===== config.mk =====
export PLATFORM = sky130hd
export DESIGN_NAME = acc_seq_ctrl
export DESIGN_NICKNAME = d
export VERILOG_FILES = /design/src/rtl/acc_seq_pkg.sv /design/src/rtl/acc_datapath.sv /design/src/rtl/acc_seq_ctrl.sv
export SDC_FILE = /design/constraint.sdc
export NUM_CORES = 1
export LEC_CHECK = 0
export ABC_AREA = 0
export CAP_MARGIN = 20
export CORE_ASPECT_RATIO = 0.7
export CORE_MARGIN = 2
export CORE_UTILIZATION = 55
export DETAILED_ROUTE_END_ITERATION = 6
export PLACE_DENSITY = 0.81
export REMOVE_ABC_BUFFERS = 1
export SETUP_SLACK_MARGIN = 0.15
export SYNTH_ARGS = -nofsm -noshare
export SYNTH_HDL_FRONTEND = slang
export SYNTH_SLANG_ARGS = --single-unit

===== constraint.sdc =====
create_clock -name clk -period 6.35 [get_ports clk]
set_clock_uncertainty 0.1 [all_clocks]
set_input_delay 1.27 -clock clk [delete_from_list [all_inputs] [get_ports clk]]
set_output_delay 1.27 -clock clk [all_outputs]
set_load 0.01 [all_outputs]

===== src/rtl/acc_seq_pkg.sv =====
// -----------------------------------------------------------------------------
// acc_seq_pkg
// Shared definitions for the operand accumulator sequencer:
//   - operand / accumulator / index widths and run length
//   - controller state encoding
//   - operand zero-extension helper used by the add/sub unit
// -----------------------------------------------------------------------------
package acc_seq_pkg;

    localparam int DATA_W    = 9;   // operand width (unsigned)
    localparam int ACC_W     = 13;  // accumulator / result width
    localparam int N_ENTRIES = 16;  // operands consumed per run
    localparam int ADDR_W    = 4;   // operand index width

    typedef enum logic [1:0] {
        ST_IDLE  = 2'd0,
        ST_CLEAR = 2'd1,
        ST_ACCUM = 2'd2,
        ST_DONE  = 2'd3
    } state_t;

    // Operands are unsigned, so widening to the accumulator is a plain
    // zero extension.
    function automatic logic [ACC_W-1:0] zext_operand(input logic [DATA_W-1:0] d);
        return {{(ACC_W-DATA_W){1'b0}}, d};
    endfunction

endpackage


===== src/rtl/acc_datapath.sv =====
// -----------------------------------------------------------------------------
// acc_datapath
// Accumulator register with a single add/subtract unit.
// Ports:
//   clk, rst_n   : clock, asynchronous active-low reset
//   clr          : synchronous clear of the accumulator (wins over en)
//   en           : apply operand this cycle
//   sub          : 0 = acc + operand, 1 = acc - operand (mod 2^ACC_W)
//   operand      : unsigned DATA_W operand
//   acc          : current accumulator value
//   borrow       : the subtraction requested this cycle would go below zero
// -----------------------------------------------------------------------------
module acc_datapath
    import acc_seq_pkg::*;
(
    input  logic              clk,
    input  logic              rst_n,
    input  logic              clr,
    input  logic              en,
    input  logic              sub,
    input  logic [DATA_W-1:0] operand,
    output logic [ACC_W-1:0]  acc,
    output logic              borrow
);

    logic [ACC_W-1:0] opnd_ext;

    assign opnd_ext = zext_operand(operand);

    // Borrow is only meaningful in subtract mode; the controller qualifies
    // it with an accepted beat before making it sticky.
    assign borrow = sub && (opnd_ext > acc);

    always_ff @(posedge clk or negedge rst_n) begin
        if (!rst_n) begin
            acc <= '0;
        end else if (clr) begin
            acc <= '0;
        end else if (en) begin
            acc <= sub ? (acc - opnd_ext) : (acc + opnd_ext);
        end
    end

endmodule


===== src/rtl/acc_seq_ctrl.sv =====
// -----------------------------------------------------------------------------
// acc_seq_ctrl
// Sequencing controller for the operand accumulator. A start in IDLE clears
// the accumulator, then exactly N_ENTRIES operands are fetched over a
// valid/ready stream (addressed through rd_addr) and added or subtracted.
// The final sum is presented on result with a one-cycle result_valid pulse.
// Ports:
//   clk, rst_n    : clock, asynchronous active-low reset
//   start, op_sub : begin a run / select subtract mode (sampled in IDLE)
//   abort         : cancel a run in CLEAR or ACCUM
//   in_valid, in_data, in_ready : operand stream handshake
//   rd_addr       : index of the operand currently requested
//   busy          : run in progress (CLEAR or ACCUM)
//   result, result_valid : final sum and its one-cycle strobe
//   underflow     : a subtraction borrowed during the current/last run
// -----------------------------------------------------------------------------
module acc_seq_ctrl
    import acc_seq_pkg::*;
(
    input  logic              clk,
    input  logic              rst_n,
    input  logic              start,
    input  logic              op_sub,
    input  logic              abort,
    input  logic              in_valid,
    input  logic [DATA_W-1:0] in_data,
    output logic              in_ready,
    output logic [ADDR_W-1:0] rd_addr,
    output logic              busy,
    output logic [ACC_W-1:0]  result,
    output logic              result_valid,
    output logic              underflow
);

    localparam logic [ADDR_W-1:0] LAST_IDX = ADDR_W'(N_ENTRIES - 1);

    state_t            state;
    state_t            state_nxt;
    logic              op_sub_q;
    logic [ADDR_W-1:0] idx;
    logic [ACC_W-1:0]  result_q;
    logic              underflow_q;

    logic              clr;
    logic              beat;
    logic              last_beat;
    logic [ACC_W-1:0]  acc;
    logic              borrow;

    // Abort squashes both the CLEAR side effects and any beat in flight, so
    // underflow/acc/idx are left exactly as they were.
    assign clr       = (state == ST_CLEAR) && !abort;
    assign in_ready  = (state == ST_ACCUM) && !abort;
    assign beat      = in_ready && in_valid;
    assign last_beat = beat && (idx == LAST_IDX);

    acc_datapath u_datapath (
        .clk     (clk),
        .rst_n   (rst_n),
        .clr     (clr),
        .en      (beat),
        .sub     (op_sub_q),
        .operand (in_data),
        .acc     (acc),
        .borrow  (borrow)
    );

    always_comb begin
        state_nxt = state;
        case (state)
            ST_IDLE:  if (start) state_nxt = ST_CLEAR;
            ST_CLEAR: state_nxt = abort ? ST_IDLE : ST_ACCUM;
            ST_ACCUM: begin
                if (abort)          state_nxt = ST_IDLE;
                else if (last_beat) state_nxt = ST_DONE;
            end
            ST_DONE:  state_nxt = ST_IDLE;
            default:  state_nxt = ST_IDLE;
        endcase
    end

    always_ff @(posedge clk or negedge rst_n) begin
        if (!rst_n) begin
            state       <= ST_IDLE;
            op_sub_q    <= 1'b0;
            idx         <= '0;
            result_q    <= '0;
            underflow_q <= 1'b0;
        end else begin
            state <= state_nxt;

            if ((state == ST_IDLE) && start) begin
                op_sub_q <= op_sub;
            end

            // idx wraps to 0 naturally on the last beat since LAST_IDX is all
            // ones in ADDR_W bits.
            if (clr) begin
                idx <= '0;
            end else if (beat) begin
                idx <= idx + 1'b1;
            end

            if (clr) begin
                underflow_q <= 1'b0;
            end else if (beat && borrow) begin
                underflow_q <= 1'b1;
            end

            if (state == ST_DONE) begin
                result_q <= acc;
            end
        end
    end

    // During DONE the accumulator already holds the final sum; forwarding it
    // lets result and result_valid appear in the same cycle, after which the
    // captured copy holds it until the next run's DONE.
    assign result_valid = (state == ST_DONE);
    assign result       = result_valid ? acc : result_q;
    assign busy         = (state == ST_CLEAR) || (state == ST_ACCUM);
    assign rd_addr      = idx;
    assign underflow    = underflow_q;

endmodule


## After elaboration in Yosys (flattened, before gate mapping)

Cells that the tools add are included.

- Flip-flop bits (word level): 34
- Bits of input ports: 15
- Output and inout port bits: 21

- $add $sub $neg: 3
- Order comparisons: 1
- Eq/ne operators: 6
- Mux-type cells: 13
- Reduce and logical (&&, ||, !) cells: 13

Operators with widths:

| cell | number |
|---|---|
| $mux W13 | 4 |
| $add A13 B9 Y13 | 1 |
| $gt A9 B13 Y1 | 1 |
| $sub A13 B9 Y13 | 1 |
| $mux W2 | 4 |
| $mux W4 | 2 |
| $pmux W2 S4 | 1 |
| $logic_and A1 B1 Y1 | 7 |
| $add A4 B1 Y4 const B | 1 |
| $eq A2 B2 Y1 const B | 2 |
| $eq A4 B4 Y1 const B | 1 |
| $reduce_bool A2 Y1 | 2 |
| $ne A3 B3 Y1 const B | 1 |
| $eq A2 B1 Y1 const B | 1 |
| $logic_not A2 Y1 | 1 |
| $mux W1 | 2 |
| $ne A2 B2 Y1 const B | 1 |
| $reduce_and A2 Y1 | 1 |
| $logic_not A1 Y1 | 1 |
| $logic_or A1 B1 Y1 | 1 |

## Logic depth before layout (Yosys ltp)

Gate-level depths: netlist of run 1.

- Depth after elaboration: 7
- Gate-level depth with buffers: 10
- Gate-level depth less buffers: 10

## Hierarchy

From an unflattened synthesis of run 1, not the netlist that was laid out.

- Cells, all modules: 256
- Area, all modules: 2,378.5 um^2

Modules (own cells, without submodules):

| module | times used | cells each | area an instance (um^2) | seq. area each (um^2) |
|---|---|---|---|---|
| acc_datapath | 1 | 185 | 1,435.1 | 325.3 |
| acc_seq_ctrl | 1 | 71 | 943.4 | 525.5 |

## Worst setup path before layout of run 1

OpenSTA, ideal clock, no wires.

- Kind: input-to-reg
- Start: in in_data[0]
- End: reg u_datapath.acc[10]
- Library setup time: 0.077 ns
- Data arrival time: 2.966 ns
- Required time: 6.173 ns
- Path slack: 3.206 ns
- Cell stages on the path: 9
- Path buffers: 0
- Path through: ha_1 inv_1 fa_1 nor2_1 o221ai_1 a32oi_1 a31oi_1 or4_1 a21oi_1

- Word-level cells in the longest chain between the ends: 4
- Elaborated cells between the ends (all ways): 5
- Those cells by class: add/sub: 2; mux: 3

RTL lines:

| what | RTL line | RTL |
|---|---|---|
| start, declared | acc_seq_ctrl.sv:26 | `input logic [DATA_W-1:0] in_data,` |
| $add A13 B9 Y13 or $sub A13 B9 Y13 (tied branches) | acc_datapath.sv:40 | `acc <= sub ? (acc - opnd_ext) : (acc + opnd_ext);` |
| $mux W13 (*) | acc_datapath.sv:40 |  |
| $mux W13 (*) | acc_datapath.sv:39 | `end else if (en) begin` |
| $mux W13 (*) | acc_datapath.sv:37 | `end else if (clr) begin` |
| end signal, assigned | acc_datapath.sv:40 |  |
| end, declared | acc_datapath.sv:22 | `output logic [ACC_W-1:0] acc,` |

Every way passes the cells marked *; elsewhere a longest branch is shown, timed or not. The select of a mux whose other input is x is not followed.
A chain may end at the register's enable or synchronous reset.

## Worst setup path in the final report of run 1

- Start: in abort
- End: out in_ready

- Word-level cells in the longest chain between the ends: 2

RTL lines:

| what | RTL line | RTL |
|---|---|---|
| start, declared | acc_seq_ctrl.sv:24 | `input logic abort,` |
| $logic_not A1 Y1 | acc_seq_ctrl.sv:53 | `assign in_ready = (state == ST_ACCUM) && !abort;` |
| $logic_and A1 B1 Y1 | acc_seq_ctrl.sv:53 |  |
| end, declared | acc_seq_ctrl.sv:27 | `output logic in_ready,` |

No other way between the ends.

==> results of run 1 <==
[routing by layer]
metal / vias to the layer above / GRT usage, % / routed length, µm
li1: 1007 / - / -
met1: 1010 / 34.3 / 2810
met2: 91 / 39.6 / 2630
met3: 8 / 7.60 / 441
met4: 0 / 5.53 / 58
met5: - / 0 / 0
[worst reg2reg max path, stage by stage (launching register included)]
cell and delay (ps):
dfrtp_1 400, ha_1 200, inv_1 70, fa_1 430, nor2_1 110, o221ai_1 160, a32oi_1 360, a31oi_1 170
or4_1 410, a21oi_1 160
[power groups by stage]
stage	Sequential [W]	Clock [W]	Combinational, W
2_1_floorplan	0.000309	0	0.000335
3_3_place_gp	0.000323	0	0.000480
3_5_place_dp	0.000327	0	0.000489
4_1_cts	0.000322	0.000173	0.000493
5_1_grt	0.000332	0.000184	0.000544
6_report	0.000324	0.000171	0.000496
[stage by stage]
stage	area [µm²]	cells	setup WS [ps]	power, W
final	2970	352	2290	0.000991
after floorplan	2440	253	3210	0.000644
after global placement	2870	344	2350	0.000802
after CTS	2970	352	2300	0.000987
after detailed placement	2870	344	2310	0.000816
after global routing	2970	352	2230	0.00106
[flip-flops by register name (all words and copies together) (netlist names)]
register,cells
underflow,1
rd_addr,4
op_sub_q,1
result_q,13
state,2
u_datapath.acc,13
[Yosys cell counts, types with 2 or more instances]
| library cell | n | area share (%) |
|---|---|---|
| a211oi_1 | 3 | 0.91 |
| a22o_1 | 8 | 2.8 |
| mux2_2 | 16 | 7.3 |
| o31ai_1 | 2 | 0.61 |
| buf_2 | 2 | 0.40 |
| inv_1 | 24 | 3.6 |
| o21a_1 | 2 | 0.61 |
| a21o_1 | 2 | 0.61 |
| nor2_1 | 21 | 3.2 |
| nand2b_1 | 5 | 1.3 |
| o21ai_0 | 10 | 2.0 |
| or4_1 | 2 | 0.61 |
| dfrtp_1 | 34 | 34 |
| o41ai_1 | 2 | 0.71 |
| xnor2_1 | 6 | 2.1 |
| ha_1 | 24 | 12 |
| nand3_1 | 2 | 0.40 |
| nor3_1 | 4 | 0.81 |
| xor2_1 | 2 | 0.71 |
| or2_0 | 2 | 0.51 |
| a21oi_1 | 17 | 3.4 |
| nand2_1 | 20 | 3.0 |
| o211ai_1 | 4 | 1.2 |
| fa_1 | 2 | 1.6 |
| buf_1 | 2 | 0.30 |
| nor2b_1 | 4 | 1.0 |
| nand4_1 | 5 | 1.3 |
| o32ai_1 | 2 | 0.71 |
| and2_1 | 3 | 0.76 |
| clkbuf_1 | 4 | 0.61 |
[worst paths after layout]
path                       depth (start not counted)                     startpoint                             end
max                                                3                          abort                        in_ready
min                                                1          result_q[8]$_DFF_PN0_           result_q[8]$_DFF_PN0_
max reg2reg                                        9  u_datapath.acc[0]$_DFFE_PN0P_  u_datapath.acc[10]$_DFFE_PN0P_
min reg2reg                                        1          result_q[8]$_DFF_PN0_           result_q[8]$_DFF_PN0_
max in group asynchronous                          2                          rst_n   u_datapath.acc[8]$_DFFE_PN0P_
min in group asynchronous                          2                          rst_n           result_q[3]$_DFF_PN0_
[kinds of logic (layout without fill, tap and decap cells)]
logic type	count (synthesis)	count (layout)	share of synthesized area [%]
multiplexers	17	17	7.68
flip-flops	34	34	34.4
adder cells (fa/ha/maj)	26	26	13.7
AO/OA/AOI/OAI	71	71	22.1
buffers and inverters	33	69	5.10
XOR/XNOR	8	8	2.83
AND/OR/NAND/NOR	72	72	14.1
[final cells by class]
class | count | area (µm²) | share of cell area, %
Clock buffer | 6 | 82.6 | 2.78
Clock inverter | 2 | 12.5 | 0.422
Inverter | 25 | 93.8 | 3.16
Multi-Input combinational cell | 194 | 1500 | 50.5
Sequential cell | 34 | 851 | 28.7
Tap cell | 55 | 68.8 | 2.32
Timing Repair Buffer | 36 | 358 | 12.1
==> summary.txt, run 1 <==
Logic synthesis
  • Synth Instances: 261
  • Synthesis Warnings: 0
  • Synth Register Bits: 34
  • Synthesized cell area: 0.00248 mm²
  • Post-synth EDFFs: 0
  • Main synth FF type: dfrtp_1
  • Syn_area_per_cell: 9.49 µm²
  • Async SR Flop Fraction: 100%
  • Register area share after synthesis: 34.4%
  • Cell variety after synth: 55

Critical path
  • Slowest cell on the critical path: clkdlybuf4s50_1
  • Crit. End Element: output pin
  • Critical path data arrival time: 2690 ps
  • Required time of the critical path: 4980 ps
  • Buf+Inv Stages, Crit Path: 2
  • Cell mode on critical path: clkdlybuf4s50_1
  • Crit Path Max Fanout: 6
  • CP delay by family, top: buffers and inverters
  • R2R Setup Slk: 3700 ps
  • Crit path cell chain: clkdlybuf4s50_1, nor2b_1, clkdlybuf4s50_1
  • Critical Setup Path Class: input pin to output pin
  • Slowest cell delay on critical path: 620 ps
  • Worst Setup Start Kind: input pin

Drt
  • Antenna Nets Post-Route: 0
  • Drt initial violations: 194
  • Initial DRT Pass Iterations: 5
  • Drt wl/cell: 16.9 µm
  • Post-route DRC: 0
  • Final WL: 5940 µm
  • Via/cell ratio: 6.01
  • Via count: 2,116

Clock tree
  • CTS tree: built
  • Worst-path clk slew: 70 ps
  • H-Tree Depth: 2
  • Inserted Clock Buffers: 5
  • Clk buf depth: 2
  • Hold_buf cts: 0
  • Root Driver: clkbuf_8
  • CTS resizes: 0
  • Clock insertion delay at the later pin of the skew report: 290 ps
  • Setup Fix Bufs, Post-CTS: 0
  • Num Clock Sinks: 34

STA
  • Setup TNS: 0 ps
  • Fmax: 246 MHz
  • RSZ-0062 raised after global routing: no
  • Final Hold Vio Count: 0
  • Max-slew violations: 0
  • Setup violations, final: 0
  • Final Hold Slack: 400 ps
  • Period utilisation layout: 63.9%
  • Worst-margin pin slew: 909 ps
  • Worst rel slew slack: 39.4%
  • Minimum clock period: 4060 ps

Placement
  • Port Buffers: 35
  • Placer Congestion: 0.910
  • Final HPWL DP: 4380 µm

Cells and area
  • Commonest non-fill, non-tap cell in the layout: clkdlybuf4s50_1
  • Fraction of layout cells with a size suffix above 1: 11.4%
  • Antenna cells: 0
  • Final net count: 337
  • Most frequent cells in the layout: clkdlybuf4s50_1, dfrtp_1, inv_1, ha_1, nor2_1
  • Layout area overhead: 19.8%
  • Post-layout util: 68.5%
  • Filler instances: 368

Global routing
  • Global-route wire length before repair: 9800 µm
  • Final global-route overflow total: 0
  • Initial antenna violation count: 0
  • Via count of the first global-routing pass: 2,035
  • Largest net degree at the start of global routing: 35
  • GRT Total Usage: 25.0%

Power and ir drop
  • Leak: 1.31 nW
  • Comb power frac: 50.0%
  • Switching part of the total: 40.6%
  • P_sw: 0.000402 W
  • Int Pwr: 0.000589 W
  • Flop pwr share: 32.7%
  • Power Density: 334 mW/mm²
  • VDD IR max: 0.239 mV
  • Clock group share of total power: 17.3%

Die
  • Chip width: 84.2 µm
  • Die area: 0.00506 mm²
  • Core Rows: 20
  • Die height: 60.1 µm
  • Initial Util: 57.2%
  • Core ar.: 0.00433 mm²
  • I/O pin count: 36

Run status
  • Outcome: finished, final reports clean

Flow run
  • Reported max-cap violation count: 0

Min path
  • Tightest Hold Check Type: register to register
Power figures use the tool's default switching activity.
==> inputs of run 2 (changes only) <==
--- a/config.mk
+++ b/config.mk
@@ -9,9 +9,9 @@
 export CAP_MARGIN = 20
 export CORE_ASPECT_RATIO = 0.7
 export CORE_MARGIN = 2
-export CORE_UTILIZATION = 55
+export CORE_UTILIZATION = 49
 export DETAILED_ROUTE_END_ITERATION = 6
-export PLACE_DENSITY = 0.81
+export PLACE_DENSITY = 0.76
 export REMOVE_ABC_BUFFERS = 1
 export SETUP_SLACK_MARGIN = 0.15
 export SYNTH_ARGS = -nofsm -noshare
==> constraint.sdc (replaced) <==
create_clock -name clk -period 3.7 [get_ports clk]
set_clock_uncertainty 0.1 [all_clocks]
set_input_delay 0.74 -clock clk [delete_from_list [all_inputs] [get_ports clk]]
set_output_delay 0.74 -clock clk [all_outputs]
set_load 0.01 [all_outputs]
==> summary.txt, run 2 (synthesis results as in run 1) <==
Run status
  • Outcome: finished, final reports clean

STA
  • Final Hold Vio Count: 0
  • Worst rel slew slack: 35.1%
  • Minimum clock period: 3110 ps
  • Setup violations, final: 0
  • Period utilisation layout: 84.1%
  • Max-slew violations: 0
  • Fmax: 321 MHz
  • Setup TNS: 0 ps
  • Worst-margin pin slew: 974 ps
  • RSZ-0062 raised after global routing: no

Clock tree
  • Num Clock Sinks: 34
  • H-Tree Depth: 2
  • Clock insertion delay at the later pin of the skew report: 290 ps
  • Root Driver: clkbuf_8
  • Inserted Clock Buffers: 5
  • CTS tree: built
  • Setup Fix Bufs, Post-CTS: 0
  • Hold_buf cts: 0
  • Clk buf depth: 2
  • CTS resizes: 0
  • Worst-path clk slew: 80 ps

Cells and area
  • Final net count: 337
  • Fraction of layout cells with a size suffix above 1: 11.1%
  • Layout area overhead: 20.3%
  • Antenna cells: 0
  • Post-route design area: 0.00298 mm²
  • Commonest non-fill, non-tap cell in the layout: clkdlybuf4s50_1
  • Final Non-Filler Cells: 366
  • Most frequent cells in the layout: clkdlybuf4s50_1, dfrtp_1, inv_1, ha_1, nor2_1
  • Post-layout util: 61.6%

Drt
  • Drt initial violations: 179
  • Uppermost layer routed: met4
  • Post-route DRC: 0
  • Via/cell ratio: 5.81
  • Via count: 2,126
  • Antenna Nets Post-Route: 0
  • M1 wire length: 2970 µm
  • Final WL: 5770 µm
  • Initial DRT Pass Iterations: 5
  • Drt wl/cell: 15.8 µm
  • Met2 wire length: 2340 µm
  • Met3 wire length: 430 µm

Critical path
  • Worst Setup Start Kind: input pin
  • Crit. End Element: register
  • Critical path data arrival time: 3230 ps
  • Required time of the critical path: 3810 ps
  • Crit Path Max Fanout: 3
  • FF-to-FF path depth: 10
  • Critical Setup Path Class: input pin to register

Die
  • Die area: 0.00565 mm²
  • Core ar.: 0.00483 mm²
  • Initial Util: 51.2%
  • Die height: 63.5 µm
  • I/O pin count: 36
  • Chip width: 89.0 µm
  • Core Rows: 21

Min path
  • Hold depth: 1
  • Tightest Hold Check Type: register to register

Power and ir drop
  • VDD IR max: 0.511 mV
  • Power Density: 569 mW/mm²
  • Tot Pwr: 0.00170 W
  • Leak: 1.31 nW

Global routing
  • Largest net degree at the start of global routing: 35
  • Initial antenna violation count: 0
  • Global-route wire length before repair: 9650 µm
  • Final global-route overflow total: 0
  • Via count of the first global-routing pass: 1,971
  • GRT Total Usage: 22.0%

Placement
  • Port Buffers: 35
  • Placed cell area: 0.00289 mm²
  • Placer Congestion: 0.903
  • Final HPWL DP: 4240 µm
  • Post-Place Cells: 358

Flow run
  • Reported max-cap violation count: 0
[run 2: cell count changes in the layout (fill, tap and decap cells not counted)]
| cell | before | now |
|---|---|---|
| clkbuf_1 | 0 | 1 |
| clkinvlp_4 | 1 | 0 |
[run 2: area by class of cell]
class,count,area [µm²]
well taps,69,86.3
clock buffers,7,86.3
fillers,422,1860
inverters,25,93.8
multi-input cells,194,1500
clock inverters,1,5.00
flip-flops and latches,34,851
repair buffers,36,358
[run 2: power by group]
part | internal, W | switching (W) | total [W]
registers | 0.000456 | 0.000104 | 0.000560
logic | 0.000405 | 0.000439 | 0.000844
clock network | 0.000150 | 0.000141 | 0.000291
total | 0.00101 | 0.000684 | 0.00170
[run 2: metrics by stage]
| step | setup WS, ps | hold slack, ps |
|---|---|---|
| CTS | 602 | 402 |
| detailed placement | 319 | 386 |
| finish | 587 | 398 |
| global placement | 400 | 379 |
| floorplan | 1090 | 344 |
| global route | 456 | 411 |
[run 2: critical path, cell delays in order]
cell             delay, ps
clkdlybuf4s50_1        500
ha_1                   170
inv_1                   50
fa_1                   410
nor2_1                 110
o221ai_1               150
a32oi_1                330
a31oi_1                180
or4_1                  430
a21oi_1                160
[run 2: layer usage]
metal	vias to the layer above	track usage, %
met4	0	4.29
met3	6	4.06
met1	1013	35.5
li1	1008	-
met5	-	0
met2	99	30.6
[run 2: worst paths after layout]
path / slack [ps] / endpoint / start
setup / recovery: 590 / u_datapath.acc[10]$_DFFE_PN0P_ / in_data[0]
setup reg to reg: 1100 / u_datapath.acc[10]$_DFFE_PN0P_ / u_datapath.acc[0]$_DFFE_PN0P_
min in group asynchronous: 750 / result_q[4]$_DFF_PN0_ / rst_n
hold reg to reg: 400 / result_q[11]$_DFF_PN0_ / result_q[11]$_DFF_PN0_
max in group asynchronous: 2420 / rd_addr[0]$_DFFE_PN0P_ / rst_n
hold / removal: 400 / result_q[11]$_DFF_PN0_ / result_q[11]$_DFF_PN0_
==> RTL edit (settings of run 2) <==
Set the package constant `DATA_W` to 8 (it was 9).
--- a/src/rtl/acc_seq_pkg.sv
+++ b/src/rtl/acc_seq_pkg.sv
@@ -9,3 +9,3 @@
 
-    localparam int DATA_W    = 9;   // operand width (unsigned)
+    localparam int DATA_W    = 8;   // operand width (unsigned)
     localparam int ACC_W     = 13;  // accumulator / result width
Ports: changed (resized in_data); port bits go from 36 to 35. The function was not compared with the original's and may differ.
==> RTL edit against run 2 <==
Power is 0.48% higher. Non-clock buffer count stayed put. Maximum frequency is 0.73% higher. Design area is 5.9% lower. Wire length is 14% lower. Sequential cell count stayed put. Synthesized area is 3.8% lower. Setup slack better by 0.023 ns. Critical path type is now reg2out.
==> RTL edit: results (changes against run 2) <==
Worst setup path
  – Crit path to: result[2]
  – Critical path's slowest cell: ha_1
  – Reg2Reg Depth: 9 (-1)
  – Critical path arrival: 2.25 ns (-0.98 ns)
  – Dominant delay contributor by cell family on the critical path: adder cells
  – CP Max Fanout: 14 (+11)

Route
  – Drt wl/cell: 15.2 um (-3.7%)
  – Drt pass-1 iters: 4 (-1)
  – DR vias/cell: 5.65 (-2.8%)

Run status
  – Status: complete, no violations

Pwr
  – Internal power: 1.05 mW (+3.9%)
  – PD cells: 607 mW/mm^2 (+6.8%)
  – Worst VDD drop: 0.405 mV (-21%)
  – Combinational power: 0.839 mW (-0.6%)

Yosys
  – Area contributors post-synth: dfrtp_1 (36%), ha_1 (12%), mux2_2 (7.6%)
  – Post-synthesis mux area share: 7.98% (+0.30 points)
  – Adder-cell area share of the yosys netlist: 13.2% (-0.51 points)
  – Post-synthesis sequential area ratio: 35.7% (+1.4 points)

Placed design
  – Port bufs: 34 (-2.9%)
  – RePlAce Congestion: 0.876 (-2.9%)
  – Post-DP HPWL: 3650 um (-14%)

Global routing
  – Vias in the first global route: 1,864 (-5.4%)
  – Tot GR Track Use: 20.0% (-2.1 points)

Finish
  – Final nets: 307 (-8.9%)
  – Layout cells sized above 1: 11.5% (+0.37 points)

STA
  – Worst-margin pin slew: 0.723 ns (-0.250 ns)

Hold path
  – Hold Path Origin: result_q[3]
-- RTL edit: cell types whose count changed in the layout (fill, tap and decap cells not counted), moves of 3 or more --
cell             run 2  this run
nor2_1              21        11
nand2_1             20        11
a21oi_1             17        11
nand4_1              5         1
nand2b_1             5         2
nand3b_1             0         3
nor3_1               4         7
-- RTL edit: area by class of cell --
type,instances,share of cell area (%)
clock buffer,7,3.08
clock inverter,1,0.178
inverter,23,3.08
multi-input combinational,169,48.1
sequential,34,30.3
tap,57,2.54
timing repair buffer,36,12.7
-- RTL edit: metrics by stage --
stage                     cells  hold WS [ns]  worst slack, ns
after detailed placement    319         0.386            0.437
after global routing        327         0.413            0.500
after CTS                   327         0.401            0.576
after floorplan             226         0.344             1.17
final                       327         0.398            0.610
after global placement      319         0.378            0.482
-- RTL edit: layer usage --
metal,part of all wire (%),global-route usage [%],vias up
li1,-,-,909
met1,53,30.9,891
met2,42,27.8,42
met3,4.6,5.05,4
met4,0.83,4.62,0
met5,0,0,-
